### src/rtl/ex_pkg.sv
// Shared encodings for the execute stage: ALU operations, branch conditions
// and the "no register" address.
package ex_pkg;

  typedef enum logic [2:0] {
    ALU_ADD = 3'd0,
    ALU_SUB = 3'd1,
    ALU_AND = 3'd2,
    ALU_OR  = 3'd3,
    ALU_SLL = 3'd4,
    ALU_SRA = 3'd5,
    ALU_SLT = 3'd6,
    ALU_CMP = 3'd7
  } alu_op_e;

  typedef enum logic [3:0] {
    BR_BEQZ  = 4'd0,
    BR_BNEZ  = 4'd1,
    BR_BTEQZ = 4'd2,
    BR_B     = 4'd3
  } br_cond_e;

  localparam logic [3:0] NOREG = 4'hF;

endpackage

### src/rtl/alu16.sv
// Combinational ALU of the execute stage. Shift amounts come from b[3:0],
// where an amount of zero encodes a shift by eight.
module alu16
  import ex_pkg::*;
#(
  parameter int W = 16
) (
  input  logic [W-1:0] a,
  input  logic [W-1:0] b,
  input  alu_op_e      op,
  output logic [W-1:0] result
);

  logic [3:0] shamt;

  assign shamt = (b[3:0] == 4'd0) ? 4'd8 : b[3:0];

  // NOTE: every output of an always_comb gets a default first so no path
  // leaves it unassigned, which would otherwise infer a latch.
  always_comb begin
    result = '0;
    unique case (op)
      ALU_ADD: result = a + b;
      ALU_SUB: result = a - b;
      ALU_AND: result = a & b;
      ALU_OR:  result = a | b;
      ALU_SLL: result = a << shamt;
      ALU_SRA: result = $unsigned($signed(a) >>> shamt);
      ALU_SLT: result = {{(W-1){1'b0}}, ($signed(a) < $signed(b))};
      ALU_CMP: result = {{(W-1){1'b0}}, (a != b)};
      default: result = '0;
    endcase
  end

endmodule

### src/rtl/ex_stage.sv
// Execute stage: forwarding, operand-B select, ALU, branch resolution, the
// T flag and the EX/MEM pipeline register.
module ex_stage #(
  parameter int         W     = 16,
  parameter logic [3:0] NOREG = 4'hF
) (
  input  logic         clk,
  input  logic         rst,
  input  logic [W-1:0] id_pc,
  input  logic [W-1:0] id_rdata1,
  input  logic [W-1:0] id_rdata2,
  input  logic [3:0]   id_raddr1,
  input  logic [3:0]   id_raddr2,
  input  logic [3:0]   id_waddr,
  input  logic [3:0]   id_imm,
  input  logic [3:0]   id_opcode,
  input  logic [7:0]   id_immed,
  input  logic [2:0]   id_aluop,
  input  logic [1:0]   id_wdata_sel1,
  input  logic         id_wdata_sel2,
  input  logic         id_bsel,
  input  logic         id_immed_sel,
  input  logic         id_modify,
  input  logic         id_dm_wen,
  input  logic         id_exe,
  input  logic         id_rf_wen,
  input  logic         id_postflush,
  input  logic         id_poststall,
  input  logic         mem_stall,
  input  logic         wb_rf_wen,
  input  logic [3:0]   wb_waddr,
  input  logic [W-1:0] wb_wdata,
  output logic         branch_taken,
  output logic [W-1:0] branch_target,
  output logic         t_flag,
  output logic [W-1:0] exmem_pc,
  output logic [W-1:0] exmem_alu,
  output logic [W-1:0] exmem_sdata,
  output logic [3:0]   exmem_waddr,
  output logic [1:0]   exmem_wdata_sel1,
  output logic         exmem_wdata_sel2,
  output logic         exmem_rf_wen,
  output logic         exmem_dm_wen
);

  import ex_pkg::*;

  logic         valid;
  logic [W-1:0] fwd_a, fwd_b, op_b, alu_result, immed_sext;
  logic         cond;

  logic         t_d, t_q;
  logic [W-1:0] exmem_pc_d, exmem_pc_q;
  logic [W-1:0] exmem_alu_d, exmem_alu_q;
  logic [W-1:0] exmem_sdata_d, exmem_sdata_q;
  logic [3:0]   exmem_waddr_d, exmem_waddr_q;
  logic [1:0]   exmem_wdata_sel1_d, exmem_wdata_sel1_q;
  logic         exmem_wdata_sel2_d, exmem_wdata_sel2_q;
  logic         exmem_rf_wen_d, exmem_rf_wen_q;
  logic         exmem_dm_wen_d, exmem_dm_wen_q;

  assign valid      = !id_postflush && !id_poststall;
  assign immed_sext = {{(W-8){id_immed[7]}}, id_immed};

  // The EX/MEM result is younger than WB, so it wins when both match.
  always_comb begin
    fwd_a = id_rdata1;
    if (exmem_rf_wen_q && exmem_waddr_q == id_raddr1 && id_raddr1 != NOREG)
      fwd_a = exmem_alu_q;
    else if (wb_rf_wen && wb_waddr == id_raddr1 && id_raddr1 != NOREG)
      fwd_a = wb_wdata;

    fwd_b = id_rdata2;
    if (exmem_rf_wen_q && exmem_waddr_q == id_raddr2 && id_raddr2 != NOREG)
      fwd_b = exmem_alu_q;
    else if (wb_rf_wen && wb_waddr == id_raddr2 && id_raddr2 != NOREG)
      fwd_b = wb_wdata;

    if (id_immed_sel)  op_b = immed_sext;
    else if (id_bsel)  op_b = {{(W-4){1'b0}}, id_imm};
    else               op_b = fwd_b;
  end

  alu16 #(.W(W)) u_alu (
    .a      (fwd_a),
    .b      (op_b),
    .op     (alu_op_e'(id_aluop)),
    .result (alu_result)
  );

  // BTEQZ looks at the stored T, not at a flag this same instruction sets.
  always_comb begin
    cond = 1'b0;
    case (id_opcode)
      BR_BEQZ:  cond = (fwd_a == '0);
      BR_BNEZ:  cond = (fwd_a != '0);
      BR_BTEQZ: cond = !t_q;
      BR_B:     cond = 1'b1;
      default:  cond = 1'b0;
    endcase
  end

  assign branch_taken  = valid && id_exe && cond;
  assign branch_target = id_pc + immed_sext;

  // T updates independently of mem_stall; EX/MEM holds while stalled.
  always_comb begin
    t_d                = t_q;
    exmem_pc_d         = exmem_pc_q;
    exmem_alu_d        = exmem_alu_q;
    exmem_sdata_d      = exmem_sdata_q;
    exmem_waddr_d      = exmem_waddr_q;
    exmem_wdata_sel1_d = exmem_wdata_sel1_q;
    exmem_wdata_sel2_d = exmem_wdata_sel2_q;
    exmem_rf_wen_d     = exmem_rf_wen_q;
    exmem_dm_wen_d     = exmem_dm_wen_q;
    if (valid && id_modify) t_d = (alu_result != '0);
    if (!mem_stall) begin
      exmem_pc_d         = id_pc;
      exmem_alu_d        = alu_result;
      exmem_sdata_d      = fwd_b;
      exmem_waddr_d      = id_waddr;
      exmem_wdata_sel1_d = id_wdata_sel1;
      exmem_wdata_sel2_d = id_wdata_sel2;
      exmem_rf_wen_d     = id_rf_wen && valid;
      exmem_dm_wen_d     = id_dm_wen && valid;
    end
  end

  // NOTE: state flops use non-blocking assignments so every flop samples
  // the pre-edge values regardless of statement order.
  always_ff @(posedge clk) begin
    if (rst) begin
      t_q                <= 1'b0;
      exmem_pc_q         <= '0;
      exmem_alu_q        <= '0;
      exmem_sdata_q      <= '0;
      exmem_waddr_q      <= '0;
      exmem_wdata_sel1_q <= '0;
      exmem_wdata_sel2_q <= 1'b0;
      exmem_rf_wen_q     <= 1'b0;
      exmem_dm_wen_q     <= 1'b0;
    end else begin
      t_q                <= t_d;
      exmem_pc_q         <= exmem_pc_d;
      exmem_alu_q        <= exmem_alu_d;
      exmem_sdata_q      <= exmem_sdata_d;
      exmem_waddr_q      <= exmem_waddr_d;
      exmem_wdata_sel1_q <= exmem_wdata_sel1_d;
      exmem_wdata_sel2_q <= exmem_wdata_sel2_d;
      exmem_rf_wen_q     <= exmem_rf_wen_d;
      exmem_dm_wen_q     <= exmem_dm_wen_d;
    end
  end

  assign t_flag           = t_q;
  assign exmem_pc         = exmem_pc_q;
  assign exmem_alu        = exmem_alu_q;
  assign exmem_sdata      = exmem_sdata_q;
  assign exmem_waddr      = exmem_waddr_q;
  assign exmem_wdata_sel1 = exmem_wdata_sel1_q;
  assign exmem_wdata_sel2 = exmem_wdata_sel2_q;
  assign exmem_rf_wen     = exmem_rf_wen_q;
  assign exmem_dm_wen     = exmem_dm_wen_q;

endmodule

### config.mk
export PLATFORM = sky130hd
export DESIGN_NAME = ex_stage
export DESIGN_NICKNAME = d
export VERILOG_FILES = /design/src/rtl/ex_pkg.sv /design/src/rtl/alu16.sv /design/src/rtl/ex_stage.sv
export SDC_FILE = /design/constraint.sdc
export NUM_CORES = 1
export LEC_CHECK = 0
export ABC_AREA = 1
export CELL_PAD_IN_SITES_DETAIL_PLACEMENT = 1
export CELL_PAD_IN_SITES_GLOBAL_PLACEMENT = 1
export CORE_AREA = 5 5 144 146
export CTS_CLUSTER_SIZE = 12
export DETAILED_ROUTE_END_ITERATION = 8
export DIE_AREA = 0 0 149 151
export DONT_BUFFER_PORTS = 1
export GPL_TIMING_DRIVEN = 0
export HOLD_SLACK_MARGIN = 0.15
export PLACE_DENSITY = 0.81
export SLEW_MARGIN = 20
export SYNTH_ARGS = -nofsm -noshare
export SYNTH_HDL_FRONTEND = slang
export SYNTH_SLANG_ARGS = --single-unit
### constraint.sdc
create_clock -name clk -period 4.8 [get_ports clk]
set_input_delay 0.24 -clock clk [delete_from_list [all_inputs] [get_ports clk]]
set_output_delay 0.24 -clock clk [all_outputs]
set_load 0.02 [all_outputs]
# After elaboration in Yosys (flattened, before gate mapping)
# Index checks and enable logic that the tools add are counted.
[classes]
n_addsub = 3
magnitude_cmp = 1
n_eq_ne = 17
shift = 2
n_mux = 9
n_bitwise = 2
n_reduce_logical = 23
[ops]
columns = ["operator", "count"]
rows = [
  ["$pmux 16 s8", 1],
  ["$mux 16", 6],
  ["$add 16x16->16", 2],
  ["$reduce_bool 16->1", 2],
  ["$and 16x16->16", 1],
  ["$eq 4x4->1", 4],
  ["$logic_not 16->1", 1],
  ["$lt 16x16->1", 1],
  ["$ne 16x16->1", 1],
  ["$or 16x16->16", 1],
  ["$shl 16x4->16", 1],
  ["$sshr 16x4->16", 1],
  ["$sub 16x16->16", 1],
  ["$logic_and 1x1->1", 14],
  ["$eq 3x3->1 const B", 4],
  ["$eq 4x2->1 const B", 2],
  ["$logic_not 4->1", 2],
  ["$ne 4x4->1 const B", 2],
  ["$eq 3x2->1 const B", 2],
  ["$eq 4x1->1 const B", 1],
  ["$mux 4", 1],
  ["$pmux 1 s4", 1],
  ["$eq 3x1->1 const B", 1],
  ["$logic_not 1->1", 3],
  ["$logic_not 3->1", 1],
]
[totals]
ff_bits = 58
input_bits = 114
output_inout_bits = 75
elab_cells = 66

# Longest topological paths before layout
[depth]
depth_word = 12
mapped_depth = 35
mapped_depth_nobuf = 34

# By module
# Synthesis repeated with hierarchy kept, for this count alone.
[unflattened]
cells_unflattened = 1428
hier_area_um2 = 8260.4
[by_module_without_submodules]
columns = ["module", "instances", "cells_per_inst", "area_per_inst_um2"]
rows = [
  ["ex_stage", 1, 658, 4245.3],
  ["alu16", 1, 770, 4015.1],
]

# Worst setup path after synthesis
# OpenSTA, ideal clock, no wires.
[synth_path]
path_kind = "register to register"
start = "reg exmem_waddr_q[0] (netlist: exmem_waddr[0])"
end = "reg t_q (netlist: t_flag)"
setup_ps = 109
arrival_time_ps = 3818
required_time_ps = 4691
path_slack_ps = 873
stages_incl_launch_ff = 32
n_path_buf = 1
period_less_slack_ps = 3927
path_cell_list = "dfxtp_1 inv_1 o21ai_1 nor2_1 nand3_1 inv_1 nand2_1 nand3_2 nand2_4 nand2_2 buf_4 inv_1 ha_1 inv_1 fa_1 o21bai_1 a21oi_1 o21ai_0 inv_1 o21a_1 o21ai_0 nand2_1 a21oi_1 o21ai_0 nand3_1 nand3_1 nor2_1 nand2_1 nor2_1 nand3_1 nand2_1 inv_1"
[synth_via]
elab_chain_len = 11
word_cells_on_any_way = 22
classes_between = "add/sub (2); order compare (1); eq/ne (3); shift (2); mux (6); bitwise (2); reduce/logical (6)"
[synth_lines]
columns = ["element", "line", "source"]
rows = [
  ["start, declared", "ex_stage.sv:56", "logic [3:0] exmem_waddr_d, exmem_waddr_q;"],
  ["start signal, assigned", "ex_stage.sv:148", "exmem_waddr_q <= exmem_waddr_d;"],
  ["parallel branches: the longest is 9 deep, another holds $sub 16x16->16", "n/a", ""],
  ["$pmux 16 s8 (*)", "alu16.sv:22", "unique case (op)"],
  ["$reduce_bool 16->1 (*)", "ex_stage.sv:117", "if (valid && id_modify) t_d = (alu_result != '0);"],
  ["end signal, assigned", "ex_stage.sv:144", "t_q <= t_d;"],
  ["end, declared", "ex_stage.sv:52", "logic t_d, t_q;"],
]
# Mark *: on every way between the ends.
# A chain may end at the register's enable or synchronous reset.

# Final worst setup path
[layout_path]
start = "reg exmem_waddr_q[2] (netlist: exmem_waddr[2])"
end = "reg t_q (netlist: t_flag)"
# Same word-level chain as after synthesis.

==> impl_metrics.ini <==
[yosys]
ys_types = 46
syn-instance-count = 1309
async_flop_share_pct = 0
ys_ff_latch = 58
ys_warn_count = 0
synth_edf_count = 0
syn_area_um2 = 7610
yosysSeqAreaShare_pct = 15.2
synth_ff_type = dfxtp_1
synth.net_count = 1489
syn_area_per_cell_um2 = 5.82

[cts]
clk_latency_ns = 0.34
cts_sinks = 58
cts-htree-levels = 3
cts_made_buffers = 9
tritoncts = done
path_clk_slew_ns = 0.06
cts_root_buffer = clkbuf_16
cts_buffer_depth = 2

[die]
die_w_um = 149
fp.coreArea_um2 = 19300
dieHeight_um = 151
dieArea_um2 = 22500
rows = 51
floorplan.initialDensity_pct = 39.5
ios = 189

[drt]
drt_pass1_iterations = 5
routedWlPerCell_um = 23.6
ant_nets = 0
vias = 9693
drtIter0Drc = 850
drc = 0
avgViaCountPerCell = 5.97
routed_wl_um = 38400

[layout]
fin_area_um2 = 8760
nets = 1532
drive_gt1_share_pct = 9.36
area_growth_pct = 15.0

[sta]
setup_ws_ns = 0.259
post-route-min-period_ns = 4.54
slew_viol_final = 0
maxClockFrequency_ghz = 0.220
relSlewSlack_pct = 32.0
tightest_slew_ns = 1.01
skew_ns = 0.00525
hold_viol = 0
final.period_utilization_pct = 94.6
setup_viol = 0

[global_route]
use_met3_pct = 7.51
grt_pass1_vias = 9904
grt_antenna_before_repair = 1
use_met1_pct = 40.2
top_usage_layer = met2
grt_pass1_wl_um = 57500
grt_max_degree = 13
grtUsageMet2_pct = 56.2
grt_overflow_total = 0
grt_use_total_pct = 33.1

[place]
place_congestion = 1.01
pre_cts_slack_ns = -0.515
dpl_cell_area_um2 = 7950
hpwl_um = 29600
portBuffers = 0

[power_and_ir_drop]
max-vdd-ir-drop_uv = 252
p_int_mw = 1.31
p_per_area_nw_per_um2 = 276
power.leakage_nw = 4.39
p_comb_share_pct = 44.9
netSwitchingPower_mw = 1.11
clkPwrFrac_pct = 29.7
switching_share_pct = 45.9
pwr-share-seq_pct = 25.4

[hold_path]
hp-start = id_pc[1]
holdPathStages = 2
hold_end = exmem_pc[1]
hold_path_class = in2reg

[worst_setup_path]
cp.arrival_ns = 4.78
crit_fanout = 10
r2r_cells = 31
regToRegEndpoint = t_flag
critPathBufInv = 6
crit_family = simple AND/OR/NAND/NOR gates
endpoint_kind = flip-flop
max_stage_delay_ns = 0.40
required_ns = 5.04
rrSetupSlack_ns = 0.26
reg2reg_from = exmem_waddr[2]
startpoint_type = flip-flop
crit_top_cell = nand2_1
critical_path.slowest_cell = dfxtp_4
criticalPathCategory = reg2reg

[outcome]
status = finished, final reports clean

[job]
cap_violations = 0
==> power groups by stage <==
stage | sequential, mW | combinational (mW) | clock, mW
after floorplan | 0.596 | 0.703 | 0
after global placement | 0.616 | 0.954 | 0
after detailed placement | 0.618 | 0.976 | 0
after CTS | 0.609 | 1.01 | 0.708
after global routing | 0.615 | 1.18 | 0.734
final | 0.613 | 1.08 | 0.718
==> cell families after synthesis <==
logic type      share of synthesized area (%)
compound gates                           18.9
mux                                      1.58
xor+xnor                                 3.11
buf+inv                                  11.6
simple gates                             38.4
fa+ha+maj                                11.1
flops                                    15.2
==> sequential cells by signal, summed over array words and instances, names as in the netlist <==
register,cells
exmem_alu,16
exmem_pc,16
exmem_sdata,16
exmem_waddr,4
exmem_wdata_sel1,2
exmem_dm_wen,1
exmem_rf_wen,1
exmem_wdata_sel2,1
t_flag,1
==> worst reg2reg max path, delay by kind of cell, from the launching register on <==
kind            cells  cell delay (ns)
buf+inv             6             0.75
simple gates       18             2.05
flops               1             0.40
compound gates      6             0.85
fa+ha+maj           1             0.38
==> routing by layer <==
metal | wire length (um) | vias to the layer above
met3 | 3700 | 111
met4 | 1940 | 0
li1 | - | 4410
met5 | 0 | -
met2 | 18000 | 503
met1 | 14800 | 4669
==> timing repair <==
| action | CTS | global route |
|---|---|---|
| buffers inserted | 0 | 10 |
| hold endpoints to repair | 27 | 0 |
| pin swaps | 1 | 8 |
| setup endpoints to repair | 3 | 4 |
| hold buffers | 25 | 0 |
| gates cloned | 0 | 0 |
| gates resized for setup | 28 | 47 |
==> synthesized netlist by cell type, types with 3 or more instances <==
master	n	area, um^2
xor2_1	20	175
mux2i_1	12	120
a21oi_1	85	425
a211oi_1	8	60.1
dfxtp_1	58	1160
o221ai_1	3	26.3
o21bai_1	3	22.5
o21ai_1	11	55.1
nand4_1	16	100
nand3_2	6	60.1
o21ai_0	89	445
nand2_2	5	31.3
nor2_4	3	33.8
a31oi_1	4	25.0
inv_1	161	604
o211ai_1	27	203
nor3_1	11	55.1
nand3_1	151	756
o31ai_1	5	37.5
xnor2_1	7	61.3
clkbuf_1	28	105
inv_2	6	22.5
buf_1	5	18.8
buf_2	11	55.1
buf_4	7	52.6
o2111ai_1	3	26.3
or2_2	6	37.5
nor2_2	5	31.3
nor2_1	114	428
fa_1	3	60.1
nor4_1	7	43.8
ha_1	63	788
o22ai_1	6	37.5
nand2_1	342	1280
clkinv_1	3	11.3
==> how the worst max path moves through the flow <==
stage                   startpoint     end  depth (start not counted)
finish              exmem_waddr[2]  t_flag                         31
global route        exmem_waddr[2]  t_flag                         34
CTS                 exmem_waddr[3]  t_flag                         29
detailed placement  exmem_waddr[3]  t_flag                         25
global placement    exmem_waddr[3]  t_flag                         25
floorplan           exmem_waddr[0]  t_flag                         31
==> final cells by class <==
cell class	instances	area [um^2]
fill	2685	10500
multi-input combinational	1029	5710
sequential	58	1170
inverter	170	638
tap	265	332
timing repair buffer	35	325
buffer	49	256
clock buffer	9	225
clock inverter	7	101
antenna	1	2.50
==> layout by cell type (no fill, tap or decap), types with 12 or more instances in the layout <==
cell             n
clkbuf_1        24
ha_1            61
xor2_1          20
a21oi_1         83
dlygate4sd3_1   25
nand3_1        147
nor2_1         112
o21ai_1         26
inv_1          157
nand4_1         16
o21ai_0         66
nand2_1        336
o211ai_1        27
mux2i_1         12
buf_4           16
dfxtp_1         53
==> per-stage QoR <==
stage	std cells	util [%]	TNS, ns	hold slack [ns]	power [mW]
floorplan	1309	-	0	0.382	1.30
global placement	1574	41.2	-0.564	0.394	1.57
detailed placement	1574	41.3	-0.777	0.404	1.59
CTS	1615	44.5	0	0.175	2.33
global route	1623	45.4	-0.121	0.208	2.52
finish	1623	45.4	0	0.206	2.42
(Power assumes the default switching activity.)
